===== src/rtl/br_recover.sv =====
// Branch resolution and misprediction recovery: pops BOB checkpoints as execute
// resolves branches in order, trains the predictor and repairs history on a mispredict.
module br_recover #(
  parameter int unsigned FLUSH_CYCLES = 2
) (
  input  logic        clock,
  input  logic        reset_n,
  input  logic        bob_valid_i,
  input  logic [63:0] bob_pc_i,
  input  logic        bob_brdir_i,
  input  logic        bob_ch_we_i,
  input  logic        bob_ch_dir_i,
  input  logic [9:0]  bob_lochist_i,
  input  logic [11:0] bob_bhr_i,
  input  logic [3:0]  bob_rasptr_i,
  output logic        bob_re_o,
  input  logic        ex_br_valid_i,
  input  logic        ex_br_taken_i,
  input  logic [63:0] ex_br_target_i,
  output logic        ex_br_ready_o,
  output logic        upd_valid_o,
  output logic [63:0] upd_pc_o,
  output logic        upd_taken_o,
  output logic        upd_ch_we_o,
  output logic        upd_ch_dir_o,
  output logic        redirect_valid_o,
  output logic [63:0] redirect_pc_o,
  output logic [11:0] restore_bhr_o,
  output logic [9:0]  restore_lochist_o,
  output logic [3:0]  restore_rasptr_o,
  output logic        flush_o,
  output logic [15:0] mispred_cnt_o
);

  typedef enum logic [0:0] {IDLE = 1'b0, FLUSH = 1'b1} state_t;

  state_t      state_r, state_nxt;
  logic [3:0]  fcnt_r, fcnt_nxt;
  logic        accept, mispred;

  logic        upd_valid_r, upd_taken_r, upd_ch_we_r, upd_ch_dir_r;
  logic [63:0] upd_pc_r, redirect_pc_r;
  logic        redirect_valid_r, flush_r;
  logic [11:0] restore_bhr_r;
  logic [9:0]  restore_lochist_r;
  logic [3:0]  restore_rasptr_r;
  logic [15:0] mispred_cnt_r;

  // Handshake with execute/BOB; nothing is accepted while flushing
  always_comb begin
    ex_br_ready_o = 1'b0;
    case (state_r)
      IDLE:    ex_br_ready_o = bob_valid_i;
      FLUSH:   ex_br_ready_o = 1'b0;
      default: ex_br_ready_o = 1'b0;
    endcase
    accept   = ex_br_valid_i & ex_br_ready_o;
    bob_re_o = accept;
    mispred  = accept & (ex_br_taken_i != bob_brdir_i);
  end

  // Next state; the counter is preloaded so FLUSH lasts exactly FLUSH_CYCLES cycles
  always_comb begin
    state_nxt = state_r;
    fcnt_nxt  = fcnt_r;
    case (state_r)
      IDLE: begin
        if (mispred) begin
          state_nxt = FLUSH;
          fcnt_nxt  = 4'(FLUSH_CYCLES - 1);
        end else begin
          state_nxt = IDLE;
        end
      end
      FLUSH: begin
        if (fcnt_r == 4'd0) begin
          state_nxt = IDLE;
        end else begin
          fcnt_nxt = fcnt_r - 4'd1;
        end
      end
      default: begin
        state_nxt = IDLE;
        fcnt_nxt  = 4'd0;
      end
    endcase
  end

  // State, counter and flush register
  always_ff @(posedge clock or negedge reset_n) begin
    if (!reset_n) begin
      state_r <= IDLE;
      fcnt_r  <= 4'd0;
      flush_r <= 1'b0;
    end else begin
      state_r <= state_nxt;
      fcnt_r  <= fcnt_nxt;
      flush_r <= (state_nxt == FLUSH);
    end
  end

  // Update/redirect pulses; data fields hold their last value between pulses
  always_ff @(posedge clock or negedge reset_n) begin
    if (!reset_n) begin
      upd_valid_r       <= 1'b0;
      upd_pc_r          <= 64'd0;
      upd_taken_r       <= 1'b0;
      upd_ch_we_r       <= 1'b0;
      upd_ch_dir_r      <= 1'b0;
      redirect_valid_r  <= 1'b0;
      redirect_pc_r     <= 64'd0;
      restore_bhr_r     <= 12'd0;
      restore_lochist_r <= 10'd0;
      restore_rasptr_r  <= 4'd0;
      mispred_cnt_r     <= 16'd0;
    end else begin
      upd_valid_r      <= accept;
      redirect_valid_r <= mispred;
      if (accept) begin
        upd_pc_r     <= bob_pc_i;
        upd_taken_r  <= ex_br_taken_i;
        upd_ch_we_r  <= bob_ch_we_i;
        upd_ch_dir_r <= bob_ch_dir_i;
      end
      if (mispred) begin
        redirect_pc_r     <= ex_br_taken_i ? ex_br_target_i : (bob_pc_i + 64'd4);
        restore_bhr_r     <= {bob_bhr_i[10:0], ex_br_taken_i};
        restore_lochist_r <= {bob_lochist_i[8:0], ex_br_taken_i};
        restore_rasptr_r  <= bob_rasptr_i;
        mispred_cnt_r     <= mispred_cnt_r + 16'd1;
      end
    end
  end

  assign upd_valid_o       = upd_valid_r;
  assign upd_pc_o          = upd_pc_r;
  assign upd_taken_o       = upd_taken_r;
  assign upd_ch_we_o       = upd_ch_we_r;
  assign upd_ch_dir_o      = upd_ch_dir_r;
  assign redirect_valid_o  = redirect_valid_r;
  assign redirect_pc_o     = redirect_pc_r;
  assign restore_bhr_o     = restore_bhr_r;
  assign restore_lochist_o = restore_lochist_r;
  assign restore_rasptr_o  = restore_rasptr_r;
  assign flush_o           = flush_r;
  assign mispred_cnt_o     = mispred_cnt_r;

endmodule


===== config.mk =====
export PLATFORM = sky130hd
export DESIGN_NAME = br_recover
export DESIGN_NICKNAME = d
export VERILOG_FILES = /design/src/rtl/br_recover.sv
export SDC_FILE = /design/constraint.sdc
export NUM_CORES = 1
export LEC_CHECK = 0
export CAP_MARGIN = 20
export CORE_MARGIN = 2
export CORE_UTILIZATION = 48
export DETAILED_ROUTE_END_ITERATION = 8
export HOLD_SLACK_MARGIN = 0.03
export PLACE_DENSITY = 0.92
export SKIP_LAST_GASP = 1
export SYNTH_ARGS = -nofsm -noshare
export SYNTH_HDL_FRONTEND = slang
export SYNTH_SLANG_ARGS = --single-unit

===== constraint.sdc =====
create_clock -name clock -period 2.7 [get_ports clock]
set_input_delay 0.405 -clock clock [delete_from_list [all_inputs] [get_ports clock]]
set_output_delay 0.405 -clock clock [all_outputs]
set_load 0.01 [all_outputs]

# [Word level (Yosys, flattened, before mapping)]
# Cells that the tools add are included.
[word_totals] elab_cells=32 in_bits=162 ff_bits=180 output_inout_bits=178
[op_classes] bitwise_logic=3 n_addsub=3 mux=8 reduce_logical=2 eq_ne=3
[ops] operator="adder 64 x 3 -> 64 bit (second input constant)" count=1
[ops] operator="2-to-1 mux 64 bit" count=1
[ops] operator="adder 16 x 1 -> 16 bit (second input constant)" count=1
[ops] operator="2-to-1 mux 4 bit" count=2
[ops] operator="one-hot mux 4 bit (2 select lines)" count=1
[ops] operator="zero test 4 bit" count=1
[ops] operator="!= test 2 bit (second input constant)" count=2
[ops] operator="one-hot mux 1 bit (2 select lines)" count=2
[ops] operator="subtractor 4 x 1 -> 4 bit (second input constant)" count=1
[ops] operator="AND 1 bit" count=2
[ops] operator="2-to-1 mux 1 bit" count=2
[ops] operator="AND reduction 2 bit" count=1
[ops] operator="!= test 1 bit" count=1
[ops] operator="inverter 1 bit" count=1

# [Depth between registers and ports, before layout]
# Gate-level depths: netlist of run 1.
[depth] word_depth=6 ltp_mapped=8 depth_no_buf=7

# [Least setup slack after synthesis of run 1]
# Ideal clock, no wire load.
[synth_timing] path_kind="input -> register" from="input port bob_pc_i[6]" to="register redirect_pc_r[62], in the netlist redirect_pc_o[62]" stages=6 slack_ns=0.198 required_time_ns=2.569 setup_ns=0.131 path_buffers=1 arrival_time_ns=2.371 path_cell_list="buf_2 -> nand4_2 -> or4_4 -> or4_4 -> o211a_1 -> or3_1"
[synth_via] elab_chain_cells=2
[synth_lines] element="from (decl)" line_no="9" rtl="input logic [63:0] bob_pc_i,"
[synth_lines] element="adder 64 x 3 -> 64 bit" line_no="126" rtl="redirect_pc_r <= ex_br_taken_i ? ex_br_target_i : (bob_pc_i + 64'd4);"
[synth_lines] element="2-to-1 mux 64 bit" line_no="126"
[synth_lines] element="to (signal assigned)" line_no="126"
[synth_lines] element="to (decl)" line_no="42" rtl="logic [63:0] upd_pc_r, redirect_pc_r;"
# Every way passes these cells.
# A chain may end at the register's enable or synchronous reset.

# [Final worst setup path of run 1]
[layout_timing] from="input port bob_pc_i[2]" to="register redirect_pc_r[62], in the netlist redirect_pc_o[62]"
# Same word-level chain as after synthesis.

==> results of run 1 <==
[timing repair]
item	4_1_cts	5_1_grt
hold endpoints to repair	63	0
hold buffers	1	0
setup endpoints to repair	0	1
resized for setup	0	1
[sequential cells by signal, indices dropped and copies added (netlist names), 4 cells and up]
register,cells
restore_lochist_o,9
redirect_pc_o,64
mispred_cnt_o,16
fcnt_r,4
upd_pc_o,64
restore_bhr_o,12
restore_rasptr_o,4
[Yosys cell counts, types with 11 or more instances]
master,count,area (sq um)
nand2_1,341,1280
dfrtp_1,179,4480
clkbuf_1,61,229
nor2_1,49,184
o21ai_0,48,240
nand3_1,42,210
a21oi_1,41,205
and3_1,41,257
xnor2_1,38,333
nor3_1,31,155
nand4_1,30,188
mux2i_1,24,240
nor4_1,21,131
xor2_1,15,131
inv_1,13,48.8
o22ai_1,13,81.3
or4_1,11,82.6
[worst max path at each step]
stage,start,to,cells after the start
final,bob_pc_i[2],redirect_pc_o[62],7
after global routing,bob_pc_i[3],redirect_pc_o[62],7
after CTS,bob_pc_i[2],redirect_pc_o[62],7
after detailed placement,bob_pc_i[2],redirect_pc_o[62],7
after global placement,bob_pc_i[2],redirect_pc_o[62],7
after floorplan,bob_pc_i[6],redirect_pc_o[62],6
[critical path, stage by stage]
cell             delay (ns)
clkdlybuf4s50_1        0.50
ha_1                   0.21
nand3_2                0.14
or4_4                  0.56
or4_4                  0.55
o211a_1                0.21
or3_1                  0.35
[placed cells by master, fill, tap and decap left out, types with 3 or more instances in the layout]
cell type | netlist | layout
nand2_1 | 341 | 340
clkdlybuf4s50_1 | 0 | 335
dfrtp_1 | 179 | 179
buf_4 | 1 | 112
nor2_1 | 49 | 49
o21ai_0 | 48 | 48
nand3_1 | 42 | 41
and3_1 | 41 | 41
a21oi_1 | 41 | 41
xnor2_1 | 38 | 38
nor3_1 | 31 | 31
nand4_1 | 30 | 30
mux2i_1 | 24 | 24
nor4_1 | 21 | 21
clkbuf_16 | 0 | 17
xor2_1 | 15 | 15
o22ai_1 | 13 | 13
inv_1 | 13 | 11
or4_1 | 11 | 11
and4_1 | 10 | 10
buf_12 | 0 | 6
and2_1 | 5 | 5
a221oi_1 | 4 | 4
a31oi_1 | 4 | 4
or2_2 | 4 | 4
inv_8 | 0 | 4
inv_6 | 0 | 4
o31ai_1 | 3 | 3
or3_1 | 3 | 3
nand2b_1 | 3 | 3
ha_1 | 3 | 3
clkinvlp_4 | 0 | 3
clkinv_8 | 0 | 3
[logic make-up (layout without fill, tap and decap cells)]
family | count (synthesis) | in the layout
compound gates | 124 | 124
xor+xnor | 53 | 53
buf+inv | 86 | 501
simple gates | 601 | 601
other cells | 0 | 1
fa+ha+maj | 3 | 3
flops | 179 | 179
mux | 25 | 25
[through the flow]
stage | std cells | cell area (sq um) | TNS (ns) | total power [mW]
floorplan | 1071 | 9040 | 0 | 6.49
global placement | 1687 | 13400 | -2.95 | 9.77
detailed placement | 1687 | 13400 | -4.69 | 9.98
CTS | 1720 | 14000 | 0 | 12.6
global route | 1720 | 14000 | 0 | 13.2
finish | 1721 | 14000 | 0 | 12.6
[report_power, final]
part / total, mW / internal, mW / switching, mW
registers: 4.64 / 3.88 / 0.760
logic: 5.37 / 2.92 / 2.44
clock network: 2.57 / 1.33 / 1.24
total: 12.6 / 8.13 / 4.44
[final cells by class]
type / count / share of cell area [%]
sequential: 179 / 32.0
timing repair buffer: 456 / 31.0
multi-input combinational: 806 / 30.3
clock buffer: 17 / 3.04
tap: 234 / 2.09
clock inverter: 15 / 1.29
inverter: 13 / 0.348
antenna: 1 / 0.0179
[layer usage]
layer | GRT usage [%] | vias up | part of all wire, %
met5 | 0 | - | 0
met4 | 12.5 | 0 | 3.3
met3 | 9.65 | 100 | 10
met2 | 59.8 | 589 | 50
met1 | 41.1 | 4793 | 36
li1 | - | 4471 | -
==> out/results.ini, run 1 <==
[clock_network]
cts.sinks=179
cts_root_buf=clkbuf_16
postCtsSetupBuffers=0
cts_tree=yes
h-tree-depth=4
clock_latency_ns=0.43
clock_path_buffers=2
path_clk_slew_ns=0.08
cts_buffers=17

[min_path]
hold_depth=2
min_path_type=flip-flop to flip-flop
min_to=upd_pc_o[22]
hold_start=upd_pc_o[22]

[routing]
wire_per_inst_um=20.2
drc=0
detail-route-antenna-nets=0
wirelength_um=34700
drt_iter0_markers=952
first_pass_iters=6
vias_per_cell=5.78
num_vias=9953

[placement]
portBuffers=337
pre_cts_ws_ns=-0.441
dp_hpwl_um=25800
gp_congestion=0.947

[layout]
fillCellCount=1344
fin_util_pct=75.4
nets=1638
area_growth_pct=55.1
seq_area_sq_um=4480
multi_input_area_sq_um=4240
drive_gt1_share_pct=11.4

[setup_path]
reg2reg_slack_ns=0.61
r2r-end=redirect_pc_o[62]
path_class=input port to flip-flop
r2r-start=flush_o
r2r_cells=9
end_kind=flip-flop
crit_fanout=3
required_ns=3.01
cp-start-kind=input port
critPathArrivalTime_ns=2.94

[timing]
max_freq_mhz=381
fin_crit_ns=2.63
final-hold-violation-count=0
period_share_pct=97.3
rsz0062_at_grt=no
setup_ws_ns=0.0735
setup_viol=0
fin_skew_ns=0.0106
worst_pin_slew_ns=0.868
slew-limit-headroom_pct=42.1
holdWs_ns=0.476
drv_slew=0

[floorplan]
dieWidth_um=141
die_y_um=141
die-area_sq_um=19900
rows=50
initial_utilization_pct=48.6
core-area_sq_um=18600
ios=340

[pwr]
ir_drop_v=0.000538
power-per-cell-area_nw_per_um2=897
leakagePower_nw=6.40

[synth]
synth_edf_count=0
ys_seq_area_share_pct=49.6
avgSynthCellArea_sq_um=8.44
synth.ff_latch_count=179
ys_async_sr_fraction_pct=100
synth-xor-area-share_pct=5.14
synth_cell_types=46
synth-compound-area-share_pct=7.88
synth_flop_cell=dfrtp_1
synth-simple-area-share_pct=30.6
syn_inst=1071
synth_top_family_by_area=simple AND/OR/NAND/NOR gates
yosys_warnings=0
synth_area_sq_um=9040
synth_nets=1236
yosys.area_share.adder_pct=0.415
yosys-mux-area-fraction_pct=2.78

[global_route]
overflow=0
grt_max_degree=76
grt_use_total_pct=34.5
antenna_found_initial=1
grt_pass1_vias=10002
grt_first_pass_wirelength_um=53700

[run]
cap_violations=0

[run_status]
status=complete, no violations

Power figures use the tool's default switching activity.
==> run 2, diff against run 1 <==
- CORE_UTILIZATION: 48 -> 45
- PLACE_DENSITY: 0.92 -> 0.87
- SKIP_LAST_GASP: 1 -> unset
- clock period: 2.7 -> 3 ns (I/O delays scaled with it)
==> out/results.ini, run 2 (synthesized netlist as in run 1, its figures left out) <==
[clock_network]
h-tree-depth=4
cts_buffers=17
clock_latency_ns=0.43
cts.sinks=179
cts_tree=yes
cts_root_buf=clkbuf_16
postCtsSetupBuffers=0
clock_path_buffers=2
path_clk_slew_ns=0.07
cts-resized-gates=0

[setup_path]
slowest_stage=or4_4
critical_path.cell_chain=clkdlybuf4s50_1 -> ha_1 -> nand3_1 -> or4_4 -> or4_4 -> o211a_1 -> or3_1
r2r-end=mispred_cnt_o[11]
r2r-start=flush_o
critPathArrivalTime_ns=3.07
reg2reg_slack_ns=0.80
r2r_cells=7
cp-start-kind=input port
required_ns=3.31
crit_top_cell=or4_4
end_kind=flip-flop
crit_fanout=3
path_class=input port to flip-flop
crit_path_max_incr_delay_ns=0.59

[floorplan]
die_y_um=146
die-area_sq_um=21200
ios=340
rows=51
core-area_sq_um=19600
dieWidth_um=146
initial_utilization_pct=46.1

[routing]
num_vias=9585
drc=0
first_pass_iters=6
wire_per_inst_um=19.3
vias_per_cell=5.56
wl_met1_um=13100
wirelength_um=33300
detail-route-antenna-nets=0
dr_wl_met3_um=2720
wl_met2_um=16300
drt_iter0_markers=741
top_layer=met4

[global_route]
antenna_found_initial=0
overflow=0
grt_max_degree=105
grt_use_total_pct=31.2
grt_first_pass_wirelength_um=52600
grt_pass1_vias=9594

[timing]
fin_crit_ns=2.76
setup_ws_ns=0.241
period_share_pct=92.0
worst_pin_slew_ns=0.881
drv_slew=0
slew-limit-headroom_pct=41.3
holdWs_ns=0.464
fin_skew_ns=0.00617
final-hold-violation-count=0
setup_tns_ns=0
rsz0062_at_grt=no
max_freq_mhz=362
setup_viol=0

[pwr]
pwr-share-comb_pct=41.9
pwr-share-seq_pct=36.3
leakagePower_nw=6.28
ir_drop_v=0.000480
internal-power_mw=7.52
power_switching_mw=3.88
p_sw_share_pct=34.1
clockPowerShare_pct=21.8
power-per-cell-area_nw_per_um2=823

[placement]
gp_congestion=0.933
portBuffers=337
pre_cts_ws_ns=-0.204
dp_hpwl_um=24800

[layout]
layout_common_cells=340 x nand2_1, 335 x clkdlybuf4s50_1, 179 x dfrtp_1
area_growth_pct=53.2
seq_area_sq_um=4480
antennaDiodeCount=0
fillCellCount=1527
layout_commonest_cell=nand2_1
drive_gt1_share_pct=9.66
multi_input_area_sq_um=4240
fin_util_pct=70.7
nets=1612

[min_path]
hold_depth=1
hold_start=mispred_cnt_o[15]
min_path_type=flip-flop to flip-flop
min_to=mispred_cnt_o[15]

[run]
cap_violations=0

[run_status]
status=complete, no violations

-- run 2: changes by cell type in the layout (fill, tap and decap cells not counted), sizes merged --
cell      before  now
diode          1    0
inv           21   19
clkinvlp       3    2
buf          119   93
bufinv         1    4
clkinv         3    2
-- run 2: worst max-delay path by stage --
stage / startpoint / to / slack (ns) / cells after the start
6_report: bob_pc_i[2] / redirect_pc_o[62] / 0.24 / 7
5_1_grt: bob_pc_i[2] / redirect_pc_o[62] / 0.17 / 7
4_1_cts: bob_pc_i[2] / redirect_pc_o[62] / 0.24 / 7
3_5_place_dp: bob_pc_i[2] / redirect_pc_o[62] / -0.20 / 7
3_3_place_gp: bob_pc_i[2] / redirect_pc_o[62] / -0.18 / 7
2_1_floorplan: bob_pc_i[6] / redirect_pc_o[62] / 0.45 / 6
-- run 2: worst max-delay path: cells and delay by family --
| kind | cells | cell delay (ns) |
|---|---|---|
| buffers and inverters | 1 | 0.49 |
| adder cells (fa/ha/maj) | 1 | 0.21 |
| AO/OA/AOI/OAI | 1 | 0.21 |
| AND/OR/NAND/NOR | 4 | 1.70 |
-- run 2: power by group through the flow --
stage               Clock [mW]  Sequential (mW)  Combinational, mW
floorplan                    0             4.60               1.24
global placement             0             4.11               4.65
detailed placement           0             4.15               4.78
CTS                       2.50             4.13               4.80
global route              2.59             4.27               5.14
finish                    2.48             4.14               4.78
-- run 2: repair_timing --
action / 4_1_cts / 5_1_grt
hold buffers: 1 / 0
hold endpoints to repair: 5 / 0
endpoints found under the setup margin: 0 / 0
-- run 2: cell type report --
type                            count  area share [%]
Multi-Input combinational cell    806            30.6
Tap cell                          265            2.39
Timing Repair Buffer              430            29.7
Clock inverter                     14            1.57
Clock buffer                       17            3.07
Sequential cell                   179            32.3
Inverter                           13           0.352
-- run 2: routing by layer --
layer	global-route usage, %	vias to the layer above
met5	0	-
met4	12.1	0
met3	7.27	93
met2	53.3	469
met1	38.4	4628
li1	-	4395
-- run 2: through the flow --
| step | total power [mW] | cell area (sq um) | std cells |
|---|---|---|---|
| 2_1_floorplan | 5.84 | 9040 | 1071 |
| 3_3_place_gp | 8.76 | 13200 | 1692 |
| 3_5_place_dp | 8.94 | 13200 | 1692 |
| 4_1_cts | 11.4 | 13800 | 1724 |
| 5_1_grt | 12.0 | 13800 | 1724 |
| 6_report | 11.4 | 13800 | 1724 |
==> run 3, diff against run 2 <==
- RECOVER_POWER: unset -> 25
==> out/results.ini, run 3 (synthesized netlist as in run 1, its figures left out) <==
[timing]
fin_skew_ns=0.00662
drv_slew=61
holdWs_ns=0.464
slew-limit-headroom_pct=-13.6
max_freq_mhz=361
setup_ws_ns=0.227
setup_tns_ns=0
worst_pin_slew_ns=1.70
fin_crit_ns=2.77
rsz0062_at_grt=no
setup_viol=0
period_share_pct=92.4
final-hold-violation-count=0

[pwr]
leakagePower_nw=6.27
power-per-cell-area_nw_per_um2=824
power.total_mw=11.4
ir_drop_v=0.000479

[setup_path]
crit_path_max_incr_delay_ns=0.59
path_class=input port to flip-flop
critical_path.cell_chain=clkdlybuf4s50_1 -> ha_1 -> nand3_1 -> or4_4 -> or4_4 -> o211a_1 -> or3_1
reg2reg_slack_ns=0.59
startpoint=bob_pc_i[2]
cp-start-kind=input port
end_kind=flip-flop
r2r-start=flush_o
crit_end=redirect_pc_o[62]
crit_fanout=3
slowest_stage=or4_4
crit_top_cell=or4_4
r2r_cells=5
r2r-end=upd_pc_o[18]
critPathArrivalTime_ns=3.08
required_ns=3.31

[floorplan]
initial_utilization_pct=46.1
rows=51
ios=340
die_y_um=146
die-area_sq_um=21200
core-area_sq_um=19600
dieWidth_um=146

[layout]
nets=1612
drive_gt1_share_pct=9.60
fillCellCount=1528
antennaDiodeCount=0
layout_commonest_cell=nand2_1
final_cell_count_no_fill=1724
seq_area_sq_um=4480
area_growth_pct=53.1
multi_input_area_sq_um=4240
layout_common_cells=340 x nand2_1, 335 x clkdlybuf4s50_1, 179 x dfrtp_1

[placement]
place_inst=1692
portBuffers=337
gp_congestion=0.933
pre_cts_ws_ns=-0.204
dp_hpwl_um=24800

[routing]
wire_per_inst_um=19.3
detail-route-antenna-nets=0
drc=0
wirelength_um=33300
num_vias=9602
drt_iter0_markers=870
first_pass_iters=5
vias_per_cell=5.57

[clock_network]
cts-resized-gates=0
cts.sinks=179
clock_latency_ns=0.43
clock_path_buffers=2
cts_root_buf=clkbuf_16
hold_buffers=1
h-tree-depth=4
cts_tree=yes
cts_buffers=17
postCtsSetupBuffers=0
path_clk_slew_ns=0.07

[global_route]
overflow=0
grt_max_degree=105
grt_pass1_vias=9594
antenna_found_initial=0
grt_first_pass_wirelength_um=52600
grt_use_total_pct=31.2

[run_status]
violations=max-capacitance violations, max-slew violations
status=complete, but fails checks

[min_path]
min_path_type=flip-flop to flip-flop

[run]
cap_violations=1

[run 3: worst min-delay path by stage]
stage / start / endpoint / cells past startpoint
finish: mispred_cnt_o[15] / mispred_cnt_o[15] / 1
global route: mispred_cnt_o[15] / mispred_cnt_o[15] / 1
CTS: mispred_cnt_o[15] / mispred_cnt_o[15] / 1
detailed placement: mispred_cnt_o[15] / mispred_cnt_o[15] / 1
global placement: mispred_cnt_o[15] / mispred_cnt_o[15] / 1
floorplan: reset_n / fcnt_r[0] / 0
[run 3: metal layers]
metal	share of wire (%)	track usage (%)	wire length (um)	vias up
met5	0	0	0	-
met4	3.4	12.1	1120	0
met3	8.7	7.27	2900	80
met2	49	53.3	16400	506
met1	39	38.4	12900	4615
li1	-	-	-	4401
[run 3: critical path, delay by kind of cell]
family          cells  cell delay [ns]
fa+ha+maj           1             0.21
simple gates        4             1.71
buf+inv             1             0.50
compound gates      1             0.21
[run 3: cell type report]
cell class / count / share of cell area (%)
Sequential cell: 179 / 32.4
Multi-Input combinational cell: 806 / 30.6
Tap cell: 265 / 2.40
Clock buffer: 17 / 3.07
Inverter: 13 / 0.353
Clock inverter: 14 / 1.57
Timing Repair Buffer: 430 / 29.6
[run 3: stage by stage]
step	cell area, sq um	utilization, %
final	13800	70.6
after global routing	13800	70.6
after CTS	13800	70.7
after global placement	13200	67.4
after floorplan	9040	-
after detailed placement	13200	67.4
[run 3: where the power goes]
part / internal [mW] / switching, mW
registers: 3.49 / 0.652
clock network: 1.42 / 1.05
logic: 2.60 / 2.18
